File: src/rtl/instr_fetch.sv
// Instruction-fetch stage: PC, single-outstanding fetch FSM, fetch queue and the IF/ID register.
// Build option INSTR_FETCH_QUEUE_EN selects a QDEPTH-entry circular queue; otherwise one holding register.
module instr_fetch #(
  parameter logic [63:0] RESET_PC = 64'h0,
  parameter int unsigned QDEPTH   = 2
) (
  input  logic        clk,
  input  logic        reset,
  output logic        imem_req,
  output logic [63:0] imem_addr,
  input  logic        imem_ready,
  input  logic        imem_rvalid,
  input  logic [31:0] imem_rdata,
  input  logic        br_taken,
  input  logic [63:0] br_target,
  input  logic        stall,
  output logic        out_valid,
  output logic [31:0] out_instr,
  output logic [63:0] out_pc
);

`ifdef INSTR_FETCH_QUEUE_EN
  localparam int unsigned D = QDEPTH;
`else
  // QDEPTH has no effect here; it stays referenced so both builds share one parameter list.
  localparam int unsigned D = (QDEPTH > 0) ? 1 : 1;
`endif
  localparam int unsigned CW = $clog2(D + 1);

  typedef enum logic [1:0] {IDLE, WAIT, DROP} fetchState_t;

  fetchState_t   state;
  logic [63:0]   pc;
  logic [63:0]   reqPc;
  logic [CW-1:0] count;
  logic [63:0]   headPc;
  logic [31:0]   headInstr;
  logic          accept;
  logic          push;
  logic          pop;
  logic          qNotEmpty;

  assign qNotEmpty = (count != '0);
  assign imem_req  = (state == IDLE) && !br_taken && (count < CW'(D));
  assign imem_addr = pc;
  assign accept    = imem_req && imem_ready;
  assign push      = (state == WAIT) && imem_rvalid && !br_taken;
  assign pop       = !br_taken && !(stall && out_valid) && qNotEmpty;

`ifdef INSTR_FETCH_QUEUE_EN
  localparam int unsigned PW = (D > 1) ? $clog2(D) : 1;

  logic [63:0]   qPc    [D];
  logic [31:0]   qInstr [D];
  logic [PW-1:0] head;
  logic [PW-1:0] tail;

  function automatic logic [PW-1:0] nextPtr(input logic [PW-1:0] p);
    return (p == PW'(D - 1)) ? '0 : p + PW'(1);
  endfunction

  always_ff @(posedge clk or negedge reset) begin
    if (!reset) begin
      head <= '0;
      tail <= '0;
      for (int unsigned i = 0; i < D; i++) begin
        qPc[i]    <= '0;
        qInstr[i] <= '0;
      end
    end else if (br_taken) begin
      head <= '0;
      tail <= '0;
    end else begin
      if (push) begin
        qPc[tail]    <= reqPc;
        qInstr[tail] <= imem_rdata;
        tail         <= nextPtr(tail);
      end
      if (pop) head <= nextPtr(head);
    end
  end

  assign headPc    = qPc[head];
  assign headInstr = qInstr[head];
`else
  logic [63:0] holdPc;
  logic [31:0] holdInstr;

  always_ff @(posedge clk or negedge reset) begin
    if (!reset) begin
      holdPc    <= '0;
      holdInstr <= '0;
    end else if (push) begin
      holdPc    <= reqPc;
      holdInstr <= imem_rdata;
    end
  end

  assign headPc    = holdPc;
  assign headInstr = holdInstr;
`endif

  always_ff @(posedge clk or negedge reset) begin
    if (!reset) begin
      state     <= IDLE;
      pc        <= RESET_PC;
      reqPc     <= '0;
      count     <= '0;
      out_valid <= 1'b0;
      out_instr <= '0;
      out_pc    <= '0;
    end else begin
      // A redirect while WAIT leaves the response pending, so DROP swallows it later.
      case (state)
        IDLE: if (accept) begin
          state <= WAIT;
          reqPc <= pc;
        end
        WAIT: begin
          if (imem_rvalid)   state <= IDLE;
          else if (br_taken) state <= DROP;
        end
        DROP: if (imem_rvalid) state <= IDLE;
        default: state <= IDLE;
      endcase

      if (br_taken)    pc <= br_target & ~64'h3;
      else if (accept) pc <= pc + 64'd4;

      if (br_taken)           count <= '0;
      else if (push && !pop)  count <= count + CW'(1);
      else if (pop && !push)  count <= count - CW'(1);

      if (br_taken) begin
        out_valid <= 1'b0;
      end else if (!(stall && out_valid)) begin
        if (qNotEmpty) begin
          out_valid <= 1'b1;
          out_instr <= headInstr;
          out_pc    <= headPc;
        end else begin
          out_valid <= 1'b0;
        end
      end
    end
  end

endmodule

File: config.mk
export PLATFORM = sky130hd
export DESIGN_NAME = instr_fetch
export DESIGN_NICKNAME = d
export VERILOG_FILES = /design/src/rtl/instr_fetch.sv
export SDC_FILE = /design/constraint.sdc
export NUM_CORES = 1
export LEC_CHECK = 0
export CAP_MARGIN = 20
export CORE_MARGIN = 2
export CORE_UTILIZATION = 47
export CTS_CLUSTER_SIZE = 28
export DETAILED_ROUTE_END_ITERATION = 8
export PLACE_DENSITY = 0.85
export SYNTH_ARGS = -nofsm -noshare
export SYNTH_HDL_FRONTEND = slang
export SYNTH_SLANG_ARGS = --single-unit
File: constraint.sdc
create_clock -name clk -period 2.3 [get_ports clk]
set_clock_uncertainty 0.15 [all_clocks]
set_input_delay 0.69 -clock clk [delete_from_list [all_inputs] [get_ports clk]]
set_output_delay 0.69 -clock clk [all_outputs]
set_load 0.01 [all_outputs]
==> summary.txt <==
Synth
  • Ys async rst share: 1.00
  • Synthesis Warnings: 0
  • Synth Register Bits: approximately 320
  • Leading register cell type out of synthesis: dfrtp_1
  • Mapped Avg Cell Area: 13.0 um^2
  • Synth Cell Area: 13300 um^2
  • Register area share after synthesis: 0.596
  • Synthesized instance count: 1021
  • Synth cell types: 51
  • Post-synth EDFFs: 0

Layout
  • Post-layout util: 0.679
  • Area of the multi-input gates: 5440 um^2
  • Reg area: 7940 um^2
  • Layout cell share with drive strength beyond 1: 0.361
  • Area Growth Syn to Fin: 42.1%
  • Filler cells: 1917
  • Fin area: approximately 19000 um^2
  • # nets final: 1528

STA
  • Final setup vio count: 5
  • Final Hold Fails: 0
  • Slew HR: 0.647
  • Setup slack after layout: -0.0437 ns
  • Worst-margin pin slew: roughly 0.53 ns
  • Final Cycle Share: 1.02
  • TNS Setup: -0.171 ns
  • Post-layout min period: between 2 and 2.5 ns
  • RSZ-0062 raised after global routing: yes
  • Slew Viols, Final: 0
  • Max frequency: 0.427 GHz

Routing
  • Final WL: 37400 um
  • Initial detailed-routing violation count: 745
  • Final ANT Viol Nets: 0
  • Via Count: 10200
  • DR WL/cell: 20.5 um
  • Vias/cell: 5.61
  • Drt first pass iters: 5
  • Detailed-route DRC error count: 0

Worst setup path
  • Setup crit start kind: flop
  • Crit-path max FO: 6
  • CP endpoint kind: flop
  • Kind of critical path: reg -> reg
  • Required time of the worst setup path: 2.59 ns
  • Worst Path Arrival: 2.64 ns

Clock tree
  • Clock Path Buffers: 3
  • TritonCTS Buffers: 35
  • TritonCTS sink count: 316
  • Clk_lat worst skew: slightly above 0.5 ns
  • H-Tree Depth: 2
  • Clk slew on worst S/H paths: 0.06 ns
  • CTS tree: done
  • CTS root buffer: clkbuf_16

Floorplan
  • Row count: 61
  • Area of the core: about 28000 um^2
  • Die area: 29600 um^2
  • Die X: 172 um
  • IO Pins: 264
  • Initial core utilization: 0.478
  • Die Ht: 172 um

Global route
  • Initial antenna violation count: 4
  • Gr ovfl total: 0
  • Largest net degree at the start of global routing: 70
  • Tot GR Track Use: 0.253
  • Vias in the first global route: around 11000
  • Global-route wire length before repair: approximately 58000 um

Power
  • Static Leak: 0.00857 uW
  • Cell Pwr Density: between 900 and 1000 nW/um^2
  • Pwr Total: 18200 uW
  • Max VDD drop: 0.000625 V

Place
  • GPL Wtd Cong: 0.902
  • DP Area: 17500 um^2
  • DP Wirelength: 26800 um
  • Port buffer count: 257

Outcome
  • Outcome: finished, violations left
  • Failing checks: setup timing

Hold path
  • Hold/Removal Path Class: reg -> reg

Flow run
  • Max Cap Viol: 0
## final timing paths
path	cells after the start	slack [ns]	startpoint	endpoint
max	8	-0.04	imem_addr[14]	imem_addr[60]
min	2	0.33	reqPc[31]	reqPc[31]
max reg2reg	8	-0.04	imem_addr[14]	imem_addr[60]
min reg2reg	2	0.33	reqPc[31]	reqPc[31]
max in group asynchronous	3	0.76	reset	headInstr[15]
min in group asynchronous	2	0.54	reset	imem_addr[50]
## cells in the mapped netlist (7+ instances only)
library cell	count	area share
inv_1	8	0.0023
clkbuf_1	38	0.011
nand2_1	80	0.023
or3_1	11	0.0052
nand4_1	27	0.013
nor4_1	14	0.0066
nor3_1	15	0.0057
mux2_2	244	0.21
nand3_1	42	0.016
xnor2_1	18	0.012
dfrtp_1	316	0.60
or4_1	8	0.0045
o211ai_1	9	0.0051
nor2_1	33	0.0093
xor2_1	12	0.0079
o21ai_0	37	0.014
and3_1	8	0.0038
a31oi_1	10	0.0047
nor2b_1	7	0.0033
## cell type report
| cell class | instances | area share |
|---|---|---|
| tap | 378 | 0.0251 |
| clock inverter | 5 | 0.00285 |
| inverter | 9 | 0.00179 |
| multi-input combinational | 648 | 0.288 |
| antenna | 4 | 0.000531 |
| clock buffer | 48 | 0.0522 |
| timing repair buffer | 415 | 0.208 |
| sequential | 316 | 0.421 |
## timing repair
| action | in CTS | in global routing |
|---|---|---|
| hold buffers | 1 | 0 |
| buffers inserted | 16 | 3 |
| pin swaps | 12 | 11 |
| cloned | 1 | 0 |
| endpoints found under the hold margin | 35 | 0 |
| setup endpoints to repair | 98 | 45 |
| resized for setup | 90 | 36 |
## cell usage in the layout (no fill, tap or decap), drive strengths merged, types with 4 or more instances in the layout
cell type      Yosys  layout
nor3              15      15
nor4              17      17
nor2b              7       7
o211ai             9       9
nand2             80      80
a31oi             10      10
nand4             28      28
a21oi              6       6
or4b               4       4
mux2             244     244
nand3             42      43
dfrtp            316     316
dlygate4sd2        0      59
or4               10      10
xor2              12      12
nor2              33      33
dlymetal6s2s       0      17
xnor2             18      18
diode              0       4
conb               1       4
mux2i              4       4
inv                9      10
o21ai             42      42
and3               8       8
clkbuf            38      48
or3               11      11
and4               4       4
and2               5       5
o41ai              4       4
a211o              4       4
buf               14     160
a22oi              6       6
clkdlybuf4s50      0     177
## worst max-delay path, stage by stage (launching register included)
cell	delay, ns
dfrtp_2	0.37
nand4_2	0.16
buf_4	0.19
nor4_2	0.42
buf_4	0.20
nand4b_1	0.13
buf_6	0.17
or4_4	0.41
nand3_2	0.07
## routing by layer
layer,vias up,part of all wire,GRT usage,wire (um)
li1,4508,-,-,-
met1,5090,0.38,0.313,14100
met2,512,0.49,0.422,18300
met3,119,0.089,0.0632,3330
met4,2,0.043,0.110,1620
met5,-,0.00035,0,13
## registers in the layout (all words and copies together) (netlist names)
name / count
out_pc: 62
out_instr: 32
imem_addr: 62
headPc: 62
out_valid: 1
state: 2
headInstr: 32
reqPc: 62
count: 1
## power breakdown
| part | total, uW | internal, uW | switching, uW |
|---|---|---|---|
| logic | 4710 | 2890 | 1830 |
| clock network | 5180 | 3070 | 2110 |
| registers | 8320 | 7340 | 975 |
## stage by stage
stage	std cells	hold WS, ns	setup WS [ns]
6_report	1823	0.328	-0.0437
5_1_grt	1821	0.361	-0.108
4_1_cts	1816	0.328	-0.0481
3_5_place_dp	1745	0.315	-0.746
3_3_place_gp	1745	0.308	-0.642
2_1_floorplan	1024	0.244	-0.127
## cell families after synthesis
kind of cell             share of synthesized area
XOR/XNOR                                    0.0198
adder cells (fa/ha/maj)                   0.000943
flip-flops                                   0.596
AO/OA/AOI/OAI                               0.0453
AND/OR/NAND/NOR                              0.109
multiplexers                                 0.210
other                                     0.000283
buffers and inverters                       0.0190
(Power assumes the default switching activity.)
==> edit, RTL diff (config.mk and constraints unchanged) <==
Add an input register stage for `br_target`, cleared by the reset; this delays it by one clock. The other inputs are not delayed to match.
--- a/src/rtl/instr_fetch.sv
+++ b/src/rtl/instr_fetch.sv
@@ -29,4 +29,14 @@
 
   typedef enum logic [1:0] {IDLE, WAIT, DROP} fetchState_t;
+
+  logic [63:0] br_target_q;
+
+  always_ff @(posedge clk or negedge reset) begin
+    if (!reset) begin
+      br_target_q <= '0;
+    end else begin
+      br_target_q <= br_target;
+    end
+  end
 
   fetchState_t   state;
@@ -125,5 +135,5 @@
       endcase
 
-      if (br_taken)    pc <= br_target & ~64'h3;
+      if (br_taken)    pc <= br_target_q & ~64'h3;
       else if (accept) pc <= pc + 64'd4;
 
Behaviour: not the same (a bounded check fails within 4 cycles, from zero or initial values and one cycle with reset low).
==> edit against the unedited design <==
  * Global-route usage up 0.45 points
  * The flow still finishes with violations (negative setup slack)
  * Total power up 13%
  * Sequential cell count up 62
  * Non-clock buffer count rose by 41
  * Routed wire length up 16%
  * Via count rose by 13%
  * Area after synthesis increased by 13%
  * Worst setup slack got worse by 0.13 ns
  * Design area grew 14%
  * Core utilization up 0.19 points
  * Sequential power grew 10%
==> edit: results <==
[yosys]
synth_common_cells = 378 x dfrtp_1, 257 x nand2_1, 190 x mux2_2, 52 x clkbuf_1, 45 x o21ai_0
synth-seq-area-share_pct = 63.13
synth_warnings = 0
synthTopCellsByArea = dfrtp_1 63%, mux2_2 14%, nand2_1 6.4%
async_flop_share_pct = 100.0
ys.flop_type = dfrtp_1
synth_cell_types = 50

[layout]
diodes = 0
layout-drive-gt1-share_pct = 31.40
nets = 1764

[place]
dp_worst_setup_slack_ns = -0.7874
gp_congestion = 0.9419
port_buffers = 257
place_hpwl_mm = 29.57

[global_routing]
grt_pass1_wl_mm = 67.04
grt_usage_pct = 25.70
antenna_found_initial = 0
grt_max_degree = 62
grt_pass1_vias = 12109

[drt]
drtIter0Drc = 776
drt-pass1-iter-count = 5
drt-total-wl_mm = 43.22
vias_per_cell = 5.500

[sta]
maxSlewHeadroom_pct = 52.80
finalSetupViolations = 26
final_max_slew_viol_count = 0
setup_ws_ns = -0.1755

[clock_network]
clk_latency_ns = 0.54
htree_num_levels = 2
cts_max_path_buffers = 3
root_buffer = clkbuf_16
path_clk_slew_ns = 0.06
cts_buffers = 40

[power]
leakagePower_uw = 0.01041
ir_drop_uv = 670.0

[worst_setup_path]
crit_arrival_ns = 2.76
cp_max_fo = 7

[run_status]
status = finished with violations
violations = negative setup slack

[worst_hold_path]
hold_path_class = reg2reg
## edit: cell types whose count changed in the layout (fill, tap and decap cells not counted), sizes merged, moves of 16 or more
cell / unedited run / this run
nand2: 80 / 257
dfrtp: 316 / 378
mux2: 244 / 190
clkdlybuf4s50: 177 / 134
buf: 160 / 201
dlygate4sd2: 59 / 86
nand3: 43 / 27
## edit: worst max-delay path, cell delays in order (launching register included)
cell and delay (ns):
dfrtp_1 0.39, buf_6 0.13, or4b_4 0.48, buf_8 0.16, nor2_4 0.11, nand4_1 0.14
buf_6 0.18, or3_1 0.38, o311ai_2 0.27
## edit: power by group
| group | leakage (µW) | internal [µW] | switching, µW |
|---|---|---|---|
| clock network | 0.000700 | 4330 | 2640 |
| logic | 0.00499 | 2480 | 1890 |
| registers | 0.00471 | 8280 | 887 |
## edit: worst paths after layout
path	startpoint	to	slack (ns)	cells after the start
hold / removal	br_target_q[5]	imem_addr[5]	0.31	2
setup / recovery	count	imem_addr[62]	-0.18	8
min in group asynchronous	reset	out_pc[29]	0.51	2
setup reg to reg	count	imem_addr[62]	-0.18	8
hold reg to reg	br_target_q[5]	imem_addr[5]	0.31	2
max in group asynchronous	reset	state[1]	0.77	3
## edit: cell type report
type	instances	area, µm²
Multi-Input combinational cell	777	5684
Inverter	8	30.03
Sequential cell	378	9470
Tap cell	402	503.0
Clock buffer	56	1164
Clock inverter	16	275.3
Timing Repair Buffer	456	4294
Fill cell	2195	10050
## edit: logic make-up (layout without fill, tap and decap cells)
logic type	Yosys count	after routing	synth area share, %
mux	192	192	14.41
xor+xnor	35	35	2.046
flops	378	378	63.13
buf+inv	74	536	1.962
fa+ha+maj	1	1	0.08349
other cells	1	4	0.02503
simple gates	456	456	14.59
compound gates	89	89	3.758
## edit: timing repair
item | CTS | global route
gates cloned | 1 | 0
hold endpoints to repair | 32 | 0
buffers inserted | 28 | 12
resized for setup | 135 | 73
setup endpoints to repair | 129 | 80
pin swaps | 11 | 23
hold buffers | 1 | 0
## edit: metal layers
| metal | vias to the layer above | wire length, µm | part of all wire [%] | track usage (%) |
|---|---|---|---|---|
| li1 | 5134 | - | - | - |
| met1 | 5793 | 17870 | 41 | 34.72 |
| met2 | 462 | 20640 | 48 | 41.60 |
| met3 | 123 | 2954 | 6.8 | 4.809 |
| met4 | 0 | 1753 | 4.1 | 9.742 |
| met5 | - | 0 | 0 | 0 |
## edit: through the flow
step	cells	setup TNS [ns]	area, µm²
after floorplan	1229	-7.170	15210
after global placement	1980	-49.20	19370
after detailed placement	1980	-55.58	19370
after CTS	2082	-1.367	21080
after global routing	2093	-3.939	21420
final	2093	-1.736	21420
